### src/rtl/keypad_pkg.sv
// keypad_pkg: shared widths, scan-result and FSM encodings for the
// 4x4 keypad scanner.
package keypad_pkg;

   localparam int KP_ROWS   = 4;
   localparam int KP_COLS   = 4;
   localparam int KP_CODE_W = 4;

   typedef enum logic [1:0] {
      RES_NONE   = 2'd0,
      RES_SINGLE = 2'd1,
      RES_MULTI  = 2'd2
   } res_kind_e;

   typedef struct packed {
      res_kind_e              kind;
      logic [KP_CODE_W-1:0]   code;
   } scan_res_t;

   typedef enum logic {
      ST_IDLE    = 1'b0,
      ST_PRESSED = 1'b1
   } kp_state_e;

   localparam scan_res_t NO_RES = '{kind: RES_NONE, code: '0};

   // Code is kept zero unless SINGLE so whole-struct compares are exact.
   function automatic scan_res_t merge_row(
      input scan_res_t          acc,
      input logic [1:0]         ridx,
      input logic [KP_COLS-1:0] hit
   );
      scan_res_t  r;
      logic [2:0] n;
      logic [1:0] c;
      r = acc;
      n = '0;
      c = '0;
      for (int i = 0; i < KP_COLS; i++) begin
         if (hit[i]) begin
            n = n + 3'd1;
            c = 2'(i);
         end
      end
      if (n == 3'd1 && acc.kind == RES_NONE) begin
         r.kind = RES_SINGLE;
         r.code = {ridx, c};
      end else if (n != 3'd0) begin
         r.kind = RES_MULTI;
         r.code = '0;
      end
      return r;
   endfunction

endpackage

### src/rtl/keypad_scan_if.sv
// keypad_scan_if: keypad pins plus the debounced key-event outputs.
interface keypad_scan_if;
   import keypad_pkg::*;

   logic [KP_ROWS-1:0]   row;
   logic [KP_COLS-1:0]   col;
   logic [KP_CODE_W-1:0] key_code;
   logic                 key_valid;
   logic                 key_down;

   modport master (
      output row,
      input  col,
      output key_code,
      output key_valid,
      output key_down
   );

   modport slave (
      input  row,
      output col,
      input  key_code,
      input  key_valid,
      input  key_down
   );

endinterface

### src/rtl/keypad_debounce.sv
// keypad_debounce: stability counter over whole-scan results and the
// press/release FSM that turns stable results into key events.
module keypad_debounce
   import keypad_pkg::*;
#(
   parameter int DEBOUNCE = 4
) (
   input  logic                 clk,
   input  logic                 rst,
   input  scan_res_t            res_i,
   input  logic                 res_stb_i,
   output logic [KP_CODE_W-1:0] key_code_o,
   output logic                 key_valid_o,
   output logic                 key_down_o
);

   localparam int            CW   = $clog2(DEBOUNCE + 1);
   localparam logic [CW-1:0] CMAX = CW'(DEBOUNCE);

   kp_state_e            state_q, state_d;
   scan_res_t            prev_q, prev_d;
   logic [CW-1:0]        cnt_q, cnt_d;
   logic [KP_CODE_W-1:0] code_q, code_d;
   logic                 valid_q, valid_d;
   logic                 down_q, down_d;
   logic                 settled;

   always_ff @(posedge clk or posedge rst) begin
      if (rst) begin
         state_q <= ST_IDLE;
         prev_q  <= NO_RES;
         cnt_q   <= '0;
         code_q  <= '0;
         valid_q <= 1'b0;
         down_q  <= 1'b0;
      end else begin
         state_q <= state_d;
         prev_q  <= prev_d;
         cnt_q   <= cnt_d;
         code_q  <= code_d;
         valid_q <= valid_d;
         down_q  <= down_d;
      end
   end

   always_comb begin
      state_d = state_q;
      prev_d  = prev_q;
      cnt_d   = cnt_q;
      code_d  = code_q;
      valid_d = 1'b0;
      down_d  = down_q;
      if (res_stb_i) begin
         prev_d = res_i;
         if (res_i == prev_q)
            cnt_d = (cnt_q == CMAX) ? cnt_q : cnt_q + CW'(1);
         else
            cnt_d = CW'(1);
      end
      // Only the step into saturation counts; a held result stays quiet.
      settled = res_stb_i && cnt_d == CMAX && cnt_q != CMAX;
      unique case (state_q)
         ST_IDLE: begin
            if (settled && res_i.kind == RES_SINGLE) begin
               code_d  = res_i.code;
               valid_d = 1'b1;
               down_d  = 1'b1;
               state_d = ST_PRESSED;
            end
         end
         ST_PRESSED: begin
            if (settled && res_i.kind == RES_NONE) begin
               down_d  = 1'b0;
               state_d = ST_IDLE;
            end
         end
      endcase
   end

   assign key_code_o  = code_q;
   assign key_valid_o = valid_q;
   assign key_down_o  = down_q;

endmodule

### src/rtl/keypad_scan.sv
// keypad_scan: row driver, column synchronizer and per-scan accumulator
// for a 4x4 matrix keypad, feeding the debouncer once per full scan.
module keypad_scan
   import keypad_pkg::*;
#(
   parameter int SCAN_DIV = 50000,
   parameter int DEBOUNCE = 4
) (
   input  logic          clk,
   input  logic          rst,
   keypad_scan_if.master kp
);

   localparam int DW = $clog2(SCAN_DIV);

   logic [KP_COLS-1:0] col_m_q, col_s_q;
   logic [DW-1:0]      div_q, div_d;
   logic [1:0]         row_idx_q, row_idx_d;
   scan_res_t          acc_q, acc_d, row_res;
   logic               tick, res_stb;

   always_ff @(posedge clk or posedge rst) begin
      if (rst) begin
         col_m_q   <= '1;
         col_s_q   <= '1;
         div_q     <= '0;
         row_idx_q <= '0;
         acc_q     <= NO_RES;
      end else begin
         col_m_q   <= kp.col;
         col_s_q   <= col_m_q;
         div_q     <= div_d;
         row_idx_q <= row_idx_d;
         acc_q     <= acc_d;
      end
   end

   assign tick = (div_q == DW'(SCAN_DIV - 1));

   always_comb begin
      div_d     = tick ? '0 : div_q + DW'(1);
      row_idx_d = row_idx_q;
      acc_d     = acc_q;
      res_stb   = 1'b0;
      row_res   = merge_row(acc_q, row_idx_q, ~col_s_q);
      if (tick) begin
         row_idx_d = row_idx_q + 2'd1;
         if (row_idx_q == 2'd3) begin
            res_stb = 1'b1;
            acc_d   = NO_RES;
         end else begin
            acc_d = row_res;
         end
      end
   end

   assign kp.row = ~(KP_ROWS'(1) << row_idx_q);

   keypad_debounce #(
      .DEBOUNCE (DEBOUNCE)
   ) u_deb (
      .clk         (clk),
      .rst         (rst),
      .res_i       (row_res),
      .res_stb_i   (res_stb),
      .key_code_o  (kp.key_code),
      .key_valid_o (kp.key_valid),
      .key_down_o  (kp.key_down)
   );

endmodule

### src/flat_wrapper.sv
// flat-port wrapper written by rule: the top's interface ports become plain ports
module keypad_scan_flat import keypad_pkg::*;
#(
   parameter int SCAN_DIV = 50000,
   parameter int DEBOUNCE = 4
)
  (clk, rst, kp_row, kp_col, kp_key_code, kp_key_valid, kp_key_down);
  keypad_scan_if kp_i ();
  input  logic clk;
  input  logic rst;
  output wire logic [$bits(kp_i.row)-1:0] kp_row;
  input wire logic [$bits(kp_i.col)-1:0] kp_col;
  output wire logic [$bits(kp_i.key_code)-1:0] kp_key_code;
  output wire logic [$bits(kp_i.key_valid)-1:0] kp_key_valid;
  output wire logic [$bits(kp_i.key_down)-1:0] kp_key_down;
  assign kp_row = kp_i.row;
  assign kp_i.col = kp_col;
  assign kp_key_code = kp_i.key_code;
  assign kp_key_valid = kp_i.key_valid;
  assign kp_key_down = kp_i.key_down;
  keypad_scan #(.SCAN_DIV(SCAN_DIV), .DEBOUNCE(DEBOUNCE)) u_core (.clk(clk), .rst(rst), .kp(kp_i));
endmodule
### config.mk
export PLATFORM = sky130hd
export DESIGN_NAME = keypad_scan_flat
export DESIGN_NICKNAME = d
export VERILOG_FILES = /design/src/rtl/keypad_pkg.sv /design/src/rtl/keypad_scan_if.sv /design/src/rtl/keypad_debounce.sv /design/src/rtl/keypad_scan.sv /design/src/flat_wrapper.sv
export SDC_FILE = /design/constraint.sdc
export NUM_CORES = 1
export LEC_CHECK = 0
export ABC_AREA = 1
export CORE_MARGIN = 3
export CORE_UTILIZATION = 55
export DETAILED_ROUTE_END_ITERATION = 10
export DONT_BUFFER_PORTS = 1
export GPL_ROUTABILITY_DRIVEN = 0
export PLACE_DENSITY = 0.67
export SYNTH_ARGS = -nofsm -noshare
export SYNTH_HDL_FRONTEND = slang
export SYNTH_SLANG_ARGS = --single-unit
### constraint.sdc
create_clock -name clk -period 4.3 [get_ports clk]
set_input_delay 0.645 -clock clk [delete_from_list [all_inputs] [get_ports clk]]
set_output_delay 0.645 -clock clk [all_outputs]
set_load 0.05 [all_outputs]
==> key figures, run 1 <==
Setup path
  – Worst path required time: 4.49 ns
  – Slowest CP cell: dfstp_2
  – Crit path DAT: 3.46 ns
  – RR Endpoint: u_core.u_deb.key_code_o[2]
  – Worst Setup EP: u_core.u_deb.key_code_o[2]
  – CP Capture Type: flop
  – Worst R2R Setup Slack: 1.02 ns
  – Crit. Startpoint: u_core.col_s_q[0]
  – Reg2reg start: u_core.col_s_q[0]
  – Nature of the critical path startpoint: flop
  – Crit path top cell by count: nand2_1
  – Worst reg-to-reg path cell count: 25
  – Worst Path Max Fanout: 11
  – Setup CP Type: flop to flop
  – CP peak stage delay: 0.54 ns

Detailed routing
  – Routed wire length: 4.40 mm
  – Drt pass-1 iters: 4
  – Routed vias: 1842
  – Drt drc: 0
  – Iteration-0 DRC Markers: 91
  – Vias per cell: 5.23
  – Post-DR wirelength/cell: 12.5 µm
  – Antenna-violating nets left: 0

STA
  – Final clock skew: 0.00826 ns
  – Setup total negative slack: 0 ns
  – Final WS setup: 1.02 ns
  – Max Slew Vio Count: 0
  – F_max: 305 MHz
  – Worst Tran Pin Value: 0.941 ns
  – Relative slew slack: 37.1%
  – Fin crit period: 3.28 ns
  – Final Cycle Share: 76.2%
  – RSZ-0062 raised after global routing: false
  – Worst Hold Slack: 0.342 ns
  – Hold Fails Final Rpt: 0
  – Setup violations, final: 0

Clock tree
  – Max clock buf depth: 2
  – Worst-path clk slew: 0.08 ns
  – PostCTS Resize Cnt: 0
  – CTS Sinks: 48
  – Num CTS Buffers: 5
  – H-tree depth: 2
  – Setup bufs post-CTS: 0
  – Hold Buf Count CTS: 0
  – CTS Root Cell: clkbuf_8
  – CTS tree: done
  – Clk Latency, worst-skew pair: 0.30 ns

Cells and area
  – Area Growth Syn to Fin: 5.03%
  – Commonest cells after routing, fill and taps aside: nand2_1 (62), inv_1 (45), dfrtp_1 (40)
  – # nets final: 318
  – Fin util: 62.8%
  – Ant. Diodes: 0
  – Layout cell share with drive strength beyond 1: 16.6%
  – Most common cell after layout, fill and taps aside: nand2_1

Outcome
  – Status: complete, no violations

GRT
  – Total grt overflow: 0
  – All-layer global routing usage: 19.2%
  – Vias in the first global route: 1812
  – Largest net degree at the start of global routing: 49
  – First-pass GRT wire length: 8.06 mm
  – Initial antenna violation count: 0

Synthesis
  – Cell variety after synth: 28
  – Post-Syn Area: 0.00251 mm²
  – Syn_area_per_cell: 8.46 µm²
  – Cells after synthesis: 297
  – Sequential area share after synthesis: 48.2%
  – Area leader, netlist: dfrtp_1
  – Post-Syn Nets: 313
  – Synth Register Bits: 48
  – Synth Warn #: 0
  – Post-synth top area share: 39.8%
  – Largest cells by area after synthesis: dfrtp_1 (40%), nand2_1 (9.3%), dfstp_2 (8.4%)

Power
  – Peak supply drop: 0.247 mV
  – Pleak: 0.00131 µW
  – Power Density: 304 mW/mm²

Flow run
  – Max Cap Viol: 0

Hold path
  – Worst hold path startpoint: kp_col[1]
  – Hold crit path type: primary input to flop

Floorplan
  – Die Wd: 73.6 µm
  – Initial Utilization: 59.8%
  – Core ar.: 0.00420 mm²
  – # IOs: 16
  – Die Footprint: 0.00541 mm²
  – Height of the die: 73.6 µm
  – Rows: 23

Placement
  – IO Port Bufs: 0
  – Post-Place Worst Slack: 1.04 ns
  – Post-DP HPWL: 3.31 mm
==> registers in the layout, summed over array words and instances (netlist names) <==
register                  count
u_core.col_s_q                4
u_core.col_m_q                4
u_core.u_deb.state_q          1
u_core.div_q                 16
u_core.row_idx_q              2
u_core.u_deb.cnt_q            3
u_core.u_deb.key_down_o       1
u_core.acc_q                  6
u_core.u_deb.key_code_o       4
u_core.u_deb.prev_q           6
u_core.u_deb.key_valid_o      1
==> how the worst min path moves through the flow <==
stage	endpoint	slack (ns)	depth (start not counted)
finish	u_core.col_m_q[1]	0.34	0
global route	u_core.col_m_q[0]	0.32	0
CTS	u_core.col_m_q[2]	0.33	0
detailed placement	u_core.col_s_q[3]	0.35	0
global placement	u_core.col_s_q[3]	0.35	0
floorplan	u_core.col_s_q[0]	0.35	0
==> power by group <==
part | leakage [µW] | internal, µW | switching (µW) | total (µW)
logic | 0.000638 | 23.1 | 55.9 | 78.9
registers | 0.000629 | 458 | 2.62 | 461
clock network | 0.0000447 | 125 | 139 | 264
total | 0.00131 | 606 | 197 | 803
==> per-stage QoR <==
step / power [µW] / cell area (µm²) / std cells
6_report: 803 / 2640 / 352
5_1_grt: 840 / 2640 / 352
4_1_cts: 814 / 2640 / 352
3_5_place_dp: 549 / 2550 / 345
2_1_floorplan: 538 / 2510 / 297
3_3_place_gp: 548 / 2550 / 345
==> Yosys cell counts <==
library cell	instances
a211oi_1	1
a21oi_1	8
a31oi_1	1
and2_2	1
buf_6	2
dfrtp_1	40
dfstp_2	8
ha_1	10
inv_1	46
inv_2	2
nand2_1	62
nand2_2	17
nand2_4	2
nand3_1	26
nand3_2	2
nand3b_1	2
nand4_1	2
nor2_1	21
nor2_2	3
nor2_4	2
nor2_8	1
nor3_1	8
nor3b_2	1
o21ai_0	18
o21ai_2	4
o21bai_1	1
o22ai_1	2
xor2_1	4
==> final cells by class <==
type                    count  area (µm²)
clock buffers               6        82.6
clock inverters             1        3.75
fillers                   369        1560
inverters                  48         180
multi-input cells         199        1100
flip-flops and latches     48        1210
well taps                  50        62.6
==> routing by layer <==
metal | vias to the layer above | wire, µm | global-route usage (%)
met5 | - | 0 | 0
met4 | 0 | 80 | 7.85
met3 | 9 | 114 | 4.38
met2 | 21 | 2140 | 30.4
met1 | 863 | 2070 | 25.4
li1 | 949 | - | -
==> kinds of logic after synthesis <==
kind of cell               share of synthesized area, %
adders and majority gates                          4.98
AOI/OAI and AO/OA                                  7.92
and+or+nand+nor                                    29.4
xor gates and xnor gates                           1.39
buffers and inverters                              8.07
DFF                                                48.2
==> worst max-delay path: cells and delay by family (launching register included) <==
family / cells / cell delay [ns]
simple gates: 18 / 1.83
buf+inv: 4 / 0.20
compound gates: 1 / 0.06
flops: 1 / 0.54
fa+ha+maj: 2 / 0.53
Note: power is estimated with default switching activity, not from simulation.
==> run 2: changes to the inputs <==
--- a/config.mk
+++ b/config.mk
@@ -11,7 +11,7 @@
 export DETAILED_ROUTE_END_ITERATION = 10
 export DONT_BUFFER_PORTS = 1
 export GPL_ROUTABILITY_DRIVEN = 0
-export PLACE_DENSITY = 0.67
+export PLACE_DENSITY = 0.7
 export SYNTH_ARGS = -nofsm -noshare
 export SYNTH_HDL_FRONTEND = slang
 export SYNTH_SLANG_ARGS = --single-unit
==> constraint.sdc (replaced) <==
create_clock -name clk -period 2.7 [get_ports clk]
set_input_delay 0.405 -clock clk [delete_from_list [all_inputs] [get_ports clk]]
set_output_delay 0.405 -clock clk [all_outputs]
set_load 0.05 [all_outputs]
==> run 2 against run 1 <==
The flow now finishes with violations (negative setup slack); critical endpoint is now u_core.u_deb.key_down_o; largest power group unchanged; power is 84% higher; clock power is 91% higher; clock skew is 0.0038 ns higher.
==> key figures, run 2 (synthesis results as in run 1) <==
Outcome
  – Status: finished, violations left
  – Failing checks: negative setup slack

Floorplan
  – Die Footprint: 0.00541 mm²
  – Die Wd: 73.6 µm
  – Height of the die: 73.6 µm
  – Initial Utilization: 59.8%
  – Rows: 23
  – Core ar.: 0.00420 mm²
  – # IOs: 16

Detailed routing
  – Drt drc: 0
  – Vias per cell: 5.20
  – Antenna-violating nets left: 0
  – Iteration-0 DRC Markers: 96
  – Routed wire length: 4.98 mm
  – Drt pass-1 iters: 4
  – Routed vias: 1965
  – Post-DR wirelength/cell: 13.2 µm

STA
  – RSZ-0062 raised after global routing: true
  – Relative slew slack: 35.8%
  – Max Slew Vio Count: 0
  – Final clock skew: 0.0121 ns
  – F_max: 328 MHz
  – Fin crit period: 3.05 ns
  – Setup violations, final: 7
  – Worst Tran Pin Value: 0.961 ns
  – Hold Fails Final Rpt: 0
  – Final Cycle Share: 113%
  – Final WS setup: -0.351 ns

GRT
  – Total grt overflow: 0
  – First-pass GRT wire length: 8.73 mm
  – Vias in the first global route: 2066
  – All-layer global routing usage: 20.9%
  – Largest net degree at the start of global routing: 49
  – Initial antenna violation count: 0

Cells and area
  – # nets final: 343
  – Multi-input gate area: 0.00126 mm²
  – Commonest cells after routing, fill and taps aside: nand2_1 (54), dfrtp_1 (40), inv_1 (39)
  – Register area: 0.00121 mm²
  – Max FFs per register: 16
  – Filler Cell Count: 321
  – Biggest regs: u_core.div_q x16, u_core.acc_q x6, u_core.u_deb.prev_q x6
  – Most common cell after layout, fill and taps aside: nand2_1
  – Layout cell share with drive strength beyond 1: 30.2%
  – Biggest register: u_core.div_q
  – Ant. Diodes: 0
  – Final Instance Area: 0.00304 mm²
  – Area Growth Syn to Fin: 21.1%

Power
  – Power Density: 486 mW/mm²
  – Overall power: 1480 µW
  – Pleak: 0.00147 µW
  – Peak supply drop: 0.404 mV

Setup path
  – CP Capture Type: flop
  – CP Buf/Inv Count: 5
  – Reg2reg start: u_core.col_s_q[1]
  – Crit. Startpoint: u_core.col_s_q[1]
  – Slowest CP cell: dfstp_2
  – Worst Path Max Fanout: 6
  – Nature of the critical path startpoint: flop
  – CP peak stage delay: 0.55 ns
  – Crit path top cell by count: nand2_2
  – Setup CP Type: flop to flop
  – CP top delay family: simple AND/OR/NAND/NOR gates
  – WP depth: 25
  – RR Endpoint: u_core.u_deb.key_down_o
  – Worst reg-to-reg path cell count: 25
  – Worst Setup EP: u_core.u_deb.key_down_o
  – Worst path required time: 2.89 ns
  – Crit path DAT: 3.24 ns
  – Worst R2R Setup Slack: -0.35 ns

Flow run
  – Max Cap Viol: 0

Placement
  – Post-DP HPWL: 3.55 mm
  – IO Port Bufs: 0
  – Area post-placement: 0.00275 mm²

Hold path
  – Hold crit path type: primary input to flop

Clock tree
  – H-tree depth: 2
  – CTS tree: done
  – Num CTS Buffers: 5
  – Max clock buf depth: 2
  – Clk Latency, worst-skew pair: 0.30 ns
  – Worst-path clk slew: 0.09 ns
  – CTS Root Cell: clkbuf_8
  – Hold Buf Count CTS: 0
  – CTS Sinks: 48
[run 2: cell types whose count changed in the layout (fill, tap and decap cells not counted), moves of 6 or more]
cell     before  now
buf_4         0   20
inv_1        45   39
nand2_1      62   54
inv_2         3    9
nand3_1      26   20
[run 2: worst min path at each step]
stage	depth (start not counted)	start	slack (ns)	endpoint
floorplan	0	u_core.col_m_q[0]	0.35	u_core.col_s_q[0]
global placement	0	u_core.col_m_q[0]	0.35	u_core.col_s_q[0]
detailed placement	0	u_core.col_m_q[1]	0.35	u_core.col_s_q[1]
CTS	0	kp_col[2]	0.08	u_core.col_m_q[2]
global route	0	kp_col[1]	0.07	u_core.col_m_q[1]
finish	0	kp_col[0]	0.09	u_core.col_m_q[0]
[run 2: what timing repair did]
action	CTS	global route
setup endpoints to repair	7	10
resized for setup	13	15
cloned	1	1
setup buffers	4	1
pin swaps	15	8
[run 2: where the power goes]
part	switching, µW	internal (µW)
clock	230	274
combinational	137	103
sequential	4.74	729
total	372	1110
[run 2: per-stage QoR]
step / setup TNS (ns) / hold WS [ns] / instances / setup slack (ns) / util (%)
after floorplan: -0.417 / 0.345 / 297 / -0.113 / -
after global placement: -1.02 / 0.346 / 363 / -0.168 / 65.4
after detailed placement: -1.78 / 0.350 / 363 / -0.290 / 65.4
after CTS: -1.68 / 0.0812 / 376 / -0.254 / 70.8
after global routing: -3.71 / 0.0656 / 378 / -0.540 / 72.4
final: -2.16 / 0.0876 / 378 / -0.351 / 72.4
[run 2: final cells by class]
class                           count  area share, %
Inverter                           48           5.92
Sequential cell                    48           39.8
Tap cell                           50           2.06
Clock buffer                        5           2.26
Timing Repair Buffer               24           7.24
Clock inverter                      3           1.40
Multi-Input combinational cell    200           41.3
[run 2: routing by layer]
layer | up-vias | wire (µm) | GRT usage [%]
met5 | - | 0 | 0
met4 | 0 | 186 | 8.85
met3 | 16 | 100 | 3.97
met2 | 19 | 2510 | 36.5
met1 | 926 | 2180 | 24.8
li1 | 1004 | - | -
==> run 3: changes to the inputs <==
--- a/config.mk
+++ b/config.mk
@@ -15,3 +15,4 @@
 export SYNTH_ARGS = -nofsm -noshare
 export SYNTH_HDL_FRONTEND = slang
 export SYNTH_SLANG_ARGS = --single-unit
+export TNS_END_PERCENT = 30
==> run 3 against run 2 <==
The run still ends with negative setup slack left; critical path depth increased by 1; routed wire length is 4.0% lower; flip-flop and latch count stayed put; clock power down 15%; critical path type unchanged; highest routed layer unchanged.
==> key figures, run 3 (synthesis results as in run 1) <==
Setup path
  – Slowest CP cell: dfstp_2
  – Crit path DAT: 3.11 ns
  – CP peak stage delay: 0.54 ns
  – Worst path required time: 2.89 ns
  – Worst Path Max Fanout: 11
  – CP Buf/Inv Count: 5
  – Setup CP Type: flop to flop
  – Nature of the critical path startpoint: flop
  – CP top delay family: simple AND/OR/NAND/NOR gates
  – Crit path top cell by count: nand2_2
  – CP Capture Type: flop

Detailed routing
  – Routed wire length: 4.78 mm
  – WL met1: 2.12 mm
  – DR WL met3: 140 µm
  – Routed vias: 1896
  – Post-DR wirelength/cell: 12.8 µm
  – Drt pass-1 iters: 4
  – Drt drc: 0
  – Antenna-violating nets left: 0
  – Vias per cell: 5.08
  – Max Used Layer: met4
  – Wire length on met2: 2.44 mm
  – Iteration-0 DRC Markers: 122

STA
  – Max Slew Vio Count: 0
  – Final WS setup: -0.217 ns
  – Relative slew slack: 37.4%
  – Final clock skew: 0.00354 ns
  – RSZ-0062 raised after global routing: true
  – Hold Fails Final Rpt: 0
  – Worst Tran Pin Value: 0.938 ns
  – Setup violations, final: 7
  – Fin crit period: 2.92 ns
  – Final Cycle Share: 108%
  – F_max: 343 MHz

Flow run
  – Max Cap Viol: 0

Cells and area
  – Layout cell share with drive strength beyond 1: 28.2%
  – Max FFs per register: 16
  – Final Instance Area: 0.00294 mm²
  – Biggest register: u_core.div_q
  – # nets final: 338
  – Biggest regs: u_core.div_q x16, u_core.acc_q x6, u_core.u_deb.prev_q x6
  – Area Growth Syn to Fin: 17.1%
  – Filler Cell Count: 335
  – Ant. Diodes: 0
  – Most common cell after layout, fill and taps aside: nand2_1
  – Commonest cells after routing, fill and taps aside: nand2_1 (56), inv_1 (40), dfrtp_1 (40)

Power
  – Clock share of power: 31.2%
  – Sequential share of power: 53.4%
  – Power Density: 467 mW/mm²
  – Peak supply drop: 0.337 mV
  – Combinational share of power: 15.4%
  – Overall power: 1370 µW
  – Internal power: 1020 µW
  – Pleak: 0.00145 µW
  – Switching Share: 25.4%
  – Switch Pwr: 349 µW

GRT
  – Largest net degree at the start of global routing: 49
  – Total grt overflow: 0
  – First-pass GRT wire length: 8.00 mm
  – Initial antenna violation count: 0
  – Vias in the first global route: 1823
  – All-layer global routing usage: 19.5%

Clock tree
  – CTS Root Cell: clkbuf_8
  – Max clock buf depth: 2
  – Clk Latency, worst-skew pair: 0.30 ns
  – CTS tree: done
  – Worst-path clk slew: 0.08 ns
  – Num CTS Buffers: 5
  – Hold Buf Count CTS: 0
  – H-tree depth: 2
  – CTS Sinks: 48

Placement
  – Post-DP HPWL: 3.54 mm
  – IO Port Bufs: 0
  – Post-Place Worst Slack: -0.252 ns
  – Area post-placement: 0.00275 mm²

Floorplan
  – Initial Utilization: 59.8%
  – Die Footprint: 0.00541 mm²
  – Core ar.: 0.00420 mm²
  – Rows: 23
  – Height of the die: 73.6 µm
  – # IOs: 16
  – Die Wd: 73.6 µm

Outcome
  – Status: finished, violations left
  – Failing checks: negative setup slack

Hold path
  – Hold crit path type: primary input to flop
run 3: routing by layer:
metal	track usage, %	up-vias
li1	-	991
met1	24.7	879
met2	32.2	19
met3	4.38	7
met4	7.85	0
met5	0	-
run 3: stage by stage:
step | TNS (ns) | instances | utilization [%] | hold slack (ns)
6_report | -1.41 | 373 | 70.0 | 0.0992
5_1_grt | -3.03 | 373 | 70.0 | 0.0718
4_1_cts | -1.37 | 371 | 67.7 | 0.0854
3_5_place_dp | -1.52 | 363 | 65.4 | 0.347
3_3_place_gp | -0.998 | 363 | 65.4 | 0.346
2_1_floorplan | -0.417 | 297 | - | 0.345
run 3: path summary, 6_finish.rpt:
kind	startpoint	end	slack (ns)	depth (start not counted)
max in group asynchronous	rst	u_core.acc_q[5]	1.92	1
setup reg to reg	u_core.col_s_q[0]	u_core.u_deb.key_code_o[2]	-0.22	26
hold / removal	kp_col[3]	u_core.col_m_q[3]	0.1	0
setup / recovery	u_core.col_s_q[0]	u_core.u_deb.key_code_o[2]	-0.22	26
min in group asynchronous	rst	u_core.row_idx_q[1]	0.19	1
hold reg to reg	u_core.col_m_q[0]	u_core.col_s_q[0]	0.36	0
run 3: cell type report:
| class | count | area (µm²) | area share, % |
|---|---|---|---|
| flip-flops and latches | 48 | 1210 | 41.2 |
| repair buffers | 20 | 184 | 6.25 |
| well taps | 50 | 62.6 | 2.13 |
| multi-input cells | 199 | 1210 | 41.2 |
| clock buffers | 6 | 82.6 | 2.81 |
| clock inverters | 2 | 10.0 | 0.340 |
| inverters | 48 | 180 | 6.13 |
run 3: what timing repair did:
action	CTS	global route
hold endpoints to repair	0	0
cloned	0	1
gates resized for setup	1	16
buffers inserted	0	1
pin swaps	0	13
endpoints found under the setup margin	7	9
run 3: power by group through the flow:
stage | Combinational (µW) | Sequential, µW | Clock [µW]
3_3_place_gp | 173 | 747 | 0
2_1_floorplan | 121 | 747 | 0
6_report | 211 | 734 | 428
5_1_grt | 231 | 735 | 471
3_5_place_dp | 177 | 748 | 0
4_1_cts | 178 | 734 | 444
